--- config.mk ---
export PLATFORM = sky130hd
export DESIGN_NAME = alu_pipe
export DESIGN_NICKNAME = d
export VERILOG_FILES = /design/src/rtl/alu_pipe.sv
export SDC_FILE = /design/constraint.sdc
export NUM_CORES = 1
export LEC_CHECK = 0
export CAP_MARGIN = 20
export CORE_UTILIZATION = 40
export DETAILED_ROUTE_END_ITERATION = 10
export DONT_BUFFER_PORTS = 1
export GPL_TIMING_DRIVEN = 0
export RECOVER_POWER = 25
export SETUP_SLACK_MARGIN = 0.5
export SYNTH_ARGS = -nofsm -noshare
export SYNTH_HDL_FRONTEND = slang
export SYNTH_SLANG_ARGS = --single-unit
--- constraint.sdc ---
create_clock -name clk -period 4 [get_ports clk]
set_input_delay 0.4 -clock clk [delete_from_list [all_inputs] [get_ports clk]]
set_output_delay 0.4 -clock clk [all_outputs]
set_load 0.05 [all_outputs]
--- src/rtl/alu_pipe.sv ---
// alu_pipe: registered, handshaked ALU with accumulator operand source,
// status flags {N,Z,C,V} and an iterative shift-add multiplier.
module alu_pipe #(
    parameter int WIDTH = 8,
    parameter int SHW   = $clog2(WIDTH)
) (
    input  logic             clk,
    input  logic             rst_n,
    input  logic             en,
    input  logic             in_valid,
    output logic             in_ready,
    input  logic [2:0]       opcode,
    input  logic             acc_sel,
    input  logic [WIDTH-1:0] in_1,
    input  logic [WIDTH-1:0] in_2,
    output logic             out_valid,
    input  logic             out_ready,
    output logic [WIDTH-1:0] out,
    output logic [3:0]       flags,
    output logic             busy
);

    localparam logic [2:0] OP_ADD = 3'b000;
    localparam logic [2:0] OP_SUB = 3'b001;
    localparam logic [2:0] OP_AND = 3'b010;
    localparam logic [2:0] OP_OR  = 3'b011;
    localparam logic [2:0] OP_XOR = 3'b100;
    localparam logic [2:0] OP_SHL = 3'b101;
    localparam logic [2:0] OP_SHR = 3'b110;
    localparam logic [2:0] OP_MUL = 3'b111;

    localparam logic [SHW-1:0] CNT_LAST = SHW'(WIDTH - 1);

    typedef enum logic [0:0] {ST_IDLE = 1'b0, ST_MUL = 1'b1} state_t;

    state_t               state_r;
    logic [WIDTH-1:0]     out_r;
    logic [WIDTH-1:0]     acc_r;
    logic [3:0]           flags_r;
    logic                 out_valid_r;
    logic                 busy_r;
    logic                 done_r;      // product complete, waiting for output slot
    logic [SHW-1:0]       cnt_r;
    logic [2*WIDTH-1:0]   mcand_r;     // multiplicand, shifted left each step
    logic [WIDTH-1:0]     mplier_r;    // multiplier, shifted right each step
    logic [2*WIDTH-1:0]   prod_r;

    logic [WIDTH-1:0]     opa_s;
    logic                 out_free_s;
    logic                 accept_s;
    logic [WIDTH+3:0]     alu_s;
    logic [2*WIDTH-1:0]   prod_next_s;
    logic [2*WIDTH-1:0]   prod_fin_s;
    logic                 mul_fin_s;

    // Single-cycle operation: returns {N,Z,C,V, result}.
    function automatic logic [WIDTH+3:0] alu_calc(input logic [2:0] op,
                                                  input logic [WIDTH-1:0] a,
                                                  input logic [WIDTH-1:0] b);
        logic [WIDTH:0]   ext;
        logic [WIDTH-1:0] r;
        logic             c;
        logic             v;
        logic [SHW-1:0]   sh;
        ext = '0;
        r   = '0;
        c   = 1'b0;
        v   = 1'b0;
        sh  = b[SHW-1:0];
        case (op)
            OP_ADD: begin
                ext = {1'b0, a} + {1'b0, b};
                r   = ext[WIDTH-1:0];
                c   = ext[WIDTH];
                v   = (a[WIDTH-1] == b[WIDTH-1]) && (r[WIDTH-1] != a[WIDTH-1]);
            end
            OP_SUB: begin
                ext = {1'b0, a} - {1'b0, b};
                r   = ext[WIDTH-1:0];
                c   = ext[WIDTH];
                v   = (a[WIDTH-1] != b[WIDTH-1]) && (r[WIDTH-1] != a[WIDTH-1]);
            end
            OP_AND: r = a & b;
            OP_OR:  r = a | b;
            OP_XOR: r = a ^ b;
            OP_SHL: begin
                // bit WIDTH of the widened shift is the last bit pushed out
                ext = {1'b0, a} << sh;
                r   = ext[WIDTH-1:0];
                c   = ext[WIDTH];
            end
            OP_SHR: begin
                // bit 0 of the widened shift is the last bit pushed out
                ext = {a, 1'b0} >> sh;
                r   = ext[WIDTH:1];
                c   = ext[0];
            end
            default: r = '0;
        endcase
        return {r[WIDTH-1], (r == {WIDTH{1'b0}}), c, v, r};
    endfunction

    // Flags for a finished multiply: carry/overflow when the high half is non-zero.
    function automatic logic [3:0] mul_flags(input logic [2*WIDTH-1:0] p);
        logic hi;
        hi = |p[2*WIDTH-1:WIDTH];
        return {p[WIDTH-1], (p[WIDTH-1:0] == {WIDTH{1'b0}}), hi, hi};
    endfunction

    assign out_free_s = !out_valid_r || out_ready;
    assign in_ready   = en && (state_r == ST_IDLE) && out_free_s;
    assign accept_s   = in_valid && in_ready;
    assign opa_s      = acc_sel ? acc_r : in_1;
    assign alu_s      = alu_calc(opcode, opa_s, in_2);

    // Next partial product and the value that completes the multiply.
    always_comb begin
        prod_next_s = prod_r;
        if (mplier_r[0]) begin
            prod_next_s = prod_r + mcand_r;
        end else begin
            prod_next_s = prod_r;
        end
        if (done_r) begin
            prod_fin_s = prod_r;
        end else begin
            prod_fin_s = prod_next_s;
        end
        mul_fin_s = en && (state_r == ST_MUL) && out_free_s
                    && (done_r || (cnt_r == CNT_LAST));
    end

    // Control FSM, multiplier datapath, output/flag/accumulator registers.
    always_ff @(posedge clk or negedge rst_n) begin
        if (!rst_n) begin
            state_r     <= ST_IDLE;
            out_r       <= '0;
            acc_r       <= '0;
            flags_r     <= 4'b0000;
            out_valid_r <= 1'b0;
            busy_r      <= 1'b0;
            done_r      <= 1'b0;
            cnt_r       <= '0;
            mcand_r     <= '0;
            mplier_r    <= '0;
            prod_r      <= '0;
        end else if (en) begin
            // consumer handshake; a same-edge load below overrides this
            if (out_valid_r && out_ready) begin
                out_valid_r <= 1'b0;
            end
            case (state_r)
                ST_IDLE: begin
                    if (accept_s) begin
                        if (opcode == OP_MUL) begin
                            state_r  <= ST_MUL;
                            busy_r   <= 1'b1;
                            done_r   <= 1'b0;
                            cnt_r    <= '0;
                            prod_r   <= '0;
                            mcand_r  <= {{WIDTH{1'b0}}, opa_s};
                            mplier_r <= in_2;
                        end else begin
                            out_r       <= alu_s[WIDTH-1:0];
                            acc_r       <= alu_s[WIDTH-1:0];
                            flags_r     <= alu_s[WIDTH+3:WIDTH];
                            out_valid_r <= 1'b1;
                        end
                    end
                end
                ST_MUL: begin
                    if (!done_r) begin
                        prod_r   <= prod_next_s;
                        mcand_r  <= mcand_r << 1;
                        mplier_r <= mplier_r >> 1;
                        cnt_r    <= cnt_r + SHW'(1);
                        if (cnt_r == CNT_LAST) begin
                            done_r <= 1'b1;
                        end
                    end
                    if (mul_fin_s) begin
                        out_r       <= prod_fin_s[WIDTH-1:0];
                        acc_r       <= prod_fin_s[WIDTH-1:0];
                        flags_r     <= mul_flags(prod_fin_s);
                        out_valid_r <= 1'b1;
                        busy_r      <= 1'b0;
                        done_r      <= 1'b0;
                        state_r     <= ST_IDLE;
                    end
                end
                default: begin
                    state_r <= ST_IDLE;
                    busy_r  <= 1'b0;
                    done_r  <= 1'b0;
                end
            endcase
        end
    end

    assign out       = out_r;
    assign flags     = flags_r;
    assign out_valid = out_valid_r;
    assign busy      = busy_r;

endmodule

==> impl_metrics.toml <==
[status]
status = "complete, no violations"

[placed_design]
io_buffers = 0
gp_congestion = 0.959
place_inst = 828
place_ws_ns = 0.195
dp_hpwl_mm = 13.1
dpl_cell_area_um2 = 5700

[finish]
stdcell_count = 847
design_area_um2 = 6100
final_nets = 739
n_antenna_cell = 0
final_core_util = 0.459
drive_gt1_frac = 0.0849
areaGrowthSynthToFinish_pct = 11.3
fillers = 1309

[global_routing]
grt_pass1_wl_mm = 27.3
grt_pass1_vias = 4956
grt_max_degree = 59
antenna_found_initial = 0
track_usage = 0.248
grt-ovfl-total = 0

[yosys]
synthFlopType = "dfrtp_1"
synthArstFlopShare = 1.00
synthCells = 652
syn_nets = 725
synth.cell_area_um2 = 5480
avgSynthCellArea_um2 = 8.41
ys_ff_latch = 58
synth_top_area_share = 0.265
yosys.area.top_type = "dfrtp_1"
synth_edf_count = 0
synth_area_leaders = "dfrtp_1, ha_1, nand2_1, mux2i_1, mux4_2"
synth-seq-area-share = 0.265
synth_warnings = 0
synth_cell_type_count = 72

[sta]
finalCritPeriodShare = 0.857
finalSetupTns_ns = 0
fin_worst_hold_slack_ns = 0.175
setup_viol = 0
slew_violations = 0
setup_ws_ns = 0.573
rsz0062_at_grt = "false"
layout_min_cycle_time_ns = 3.43
fmax_ghz = 0.292
worstMarginPinSlew_ns = 0.876
fin_skew_ns = 0.00576
hold_violations = 0
slew_headroom = 0.414

[setup_path]
rr_startpoint = "acc_r[6]$_DFFE_PN0P_"
critical_path_class = "register to register"
crit_slowest_cell = "dfrtp_1"
cp.buffers_inverters = 1
crit_end = "acc_r[6]$_DFFE_PN0P_"
cp-start-kind = "register"
r2r_end = "acc_r[6]$_DFFE_PN0P_"
max_stage_delay_ns = 0.69
regToRegSetupSlack_ns = 0.57
critical_path.max_fanout = 8
critical-path-top-delay-family = "multiplexers"
critPathLaunch = "acc_r[6]$_DFFE_PN0P_"
cp_num_cells = 10
reg2reg_depth = 10
critPathCaptureType = "register"
cp.arrival_ns = 3.64
crit_chain = "mux2_2, inv_1, ha_1, mux2i_1, o22ai_1, or3_1, or3_1, nor2_1, o21ai_1, mux2_2"
cp.required_ns = 4.21

[floorplanning]
io_pins = 40
die_width_um = 119
num_rows = 42
dieArea_um2 = 14200
dieHeight_um = 119
coreArea_um2 = 13300
initial_core_util = 0.412

[clock_tree]
insertion_delay_ns = 0.33
clockBufferDepth = 2
cts_num_sinks = 58
htreeDepth = 3
cts_tree = "done"
clk_pin_slew_ns = 0.05
cts-buffers-inserted = 9
cts_root_buffer = "clkbuf_16"

[detailed_routing]
drt-pass1-iter-count = 5
ant_nets = 0
drtIter0Drc = 366
avgViaCountPerCell = 6.03
wl_per_cell_um = 19.8
vias = 5105
wl_mm = 16.8
drcViolationCount = 0

[job]
drv_cap = 0

[power_and_ir_drop]
total_power_mw = 3.39
power.density_nw_per_um2 = 555
p_leak_nw = 2.74
vdd_drop_max_uv = 287

[min_path]
hold_path_class = "input port to register"
## flip-flops by register name (all words and copies together), names as in the netlist
register   flops
mcand_r       16
prod_r        16
acc_r          8
mplier_r       8
cnt_r          3
flags          3
busy           1
done_r         1
out_valid      1
state_r        1
## layout by cell type (no fill, tap or decap), drive strengths merged, types with 9 or more instances in the layout
cell	count
nand2	80
dfrtp	58
o21ai	49
ha	45
nor2	44
clkbuf	44
a21oi	34
mux2i	28
nand3	26
inv	26
a22o	14
xnor2	13
and3	11
a21o	10
a211oi	10
buf	10
nor3	9
mux4	9
nor4	9
## cells by family (layout without fill, tap and decap cells)
kind of cell | Yosys count | in the layout | synth area share
AO/OA/AOI/OAI | 190 | 190 | 0.235
adder cells (fa/ha/maj) | 48 | 48 | 0.114
multiplexers | 42 | 42 | 0.101
AND/OR/NAND/NOR | 227 | 227 | 0.202
XOR/XNOR | 20 | 20 | 0.0320
buffers and inverters | 67 | 86 | 0.0511
flip-flops | 58 | 58 | 0.265
## synth_stat cells (all sizes together) (5+ instances only)
cell type and number:
a211oi 10, a21o 10, a21oi 34, a221oi 5, a22o 14, a22oi 5
and3 11, buf 8, clkbuf 30, dfrtp 58, ha 45, inv 26
mux2 5, mux2i 28, mux4 9, nand2 80, nand2b 7, nand3 26
nand3b 8, nand4 6, nor2 44, nor2b 6, nor3 9, nor4 9
o211ai 5, o21a 6, o21ai 49, o21bai 5, o22ai 8, o31ai 5
xnor2 13, xor2 7
## worst reg2reg max path, stage by stage, from the launching register on
cell,delay [ns]
dfrtp_1,0.69
mux2_2,0.47
inv_1,0.11
ha_1,0.41
mux2i_1,0.21
o22ai_1,0.09
or3_1,0.32
or3_1,0.37
nor2_1,0.26
o21ai_1,0.11
mux2_2,0.28
## metal layers
layer  routed length (um)  global-route usage  vias to the layer above  part of all wire
li1                     -                   -                     2448                 -
met1                 7680               0.329                     2488              0.46
met2                 7830               0.396                      138              0.47
met3                  848              0.0498                       31             0.050
met4                  442              0.0902                        0             0.026
met5                    0                   0                        -                 0
## how the worst min path moves through the flow
stage | startpoint | end | slack (ns) | cells after the start
2_1_floorplan | rst_n | acc_r[0]$_DFFE_PN0P_ | 0.10 | 0
3_3_place_gp | rst_n | prod_r[10]$_DFFE_PN0P_ | 0.11 | 0
3_5_place_dp | rst_n | prod_r[10]$_DFFE_PN0P_ | 0.11 | 0
4_1_cts | en | state_r$_DFFE_PN0P_ | 0.16 | 1
5_1_grt | en | state_r$_DFFE_PN0P_ | 0.16 | 1
6_report | en | state_r$_DFFE_PN0P_ | 0.18 | 1
## power by group
part / internal, mW / switching (mW) / total [mW]
Sequential: 0.762 / 0.385 / 1.15
Clock: 0.467 / 0.251 / 0.718
Combinational: 0.605 / 0.918 / 1.52
Total: 1.83 / 1.55 / 3.39
## final cells by class
| cell class | instances | area [um^2] | share of cell area |
|---|---|---|---|
| Multi-Input combinational cell | 527 | 3820 | 0.625 |
| Sequential cell | 58 | 1460 | 0.239 |
| Clock buffer | 14 | 274 | 0.0449 |
| Tap cell | 176 | 220 | 0.0361 |
| Buffer | 38 | 171 | 0.0281 |
| Inverter | 29 | 109 | 0.0178 |
| Timing Repair Buffer | 3 | 45.0 | 0.00738 |
| Clock inverter | 2 | 10.0 | 0.00164 |
## what timing repair did
item,CTS,global route
hold buffers,2,0
pin swaps,0,1
endpoints found under the setup margin,5,6
gates resized for setup,6,9
cloned,0,0
setup buffers,0,1
endpoints found under the hold margin,58,0
Note: power is estimated with default switching activity, not from simulation.
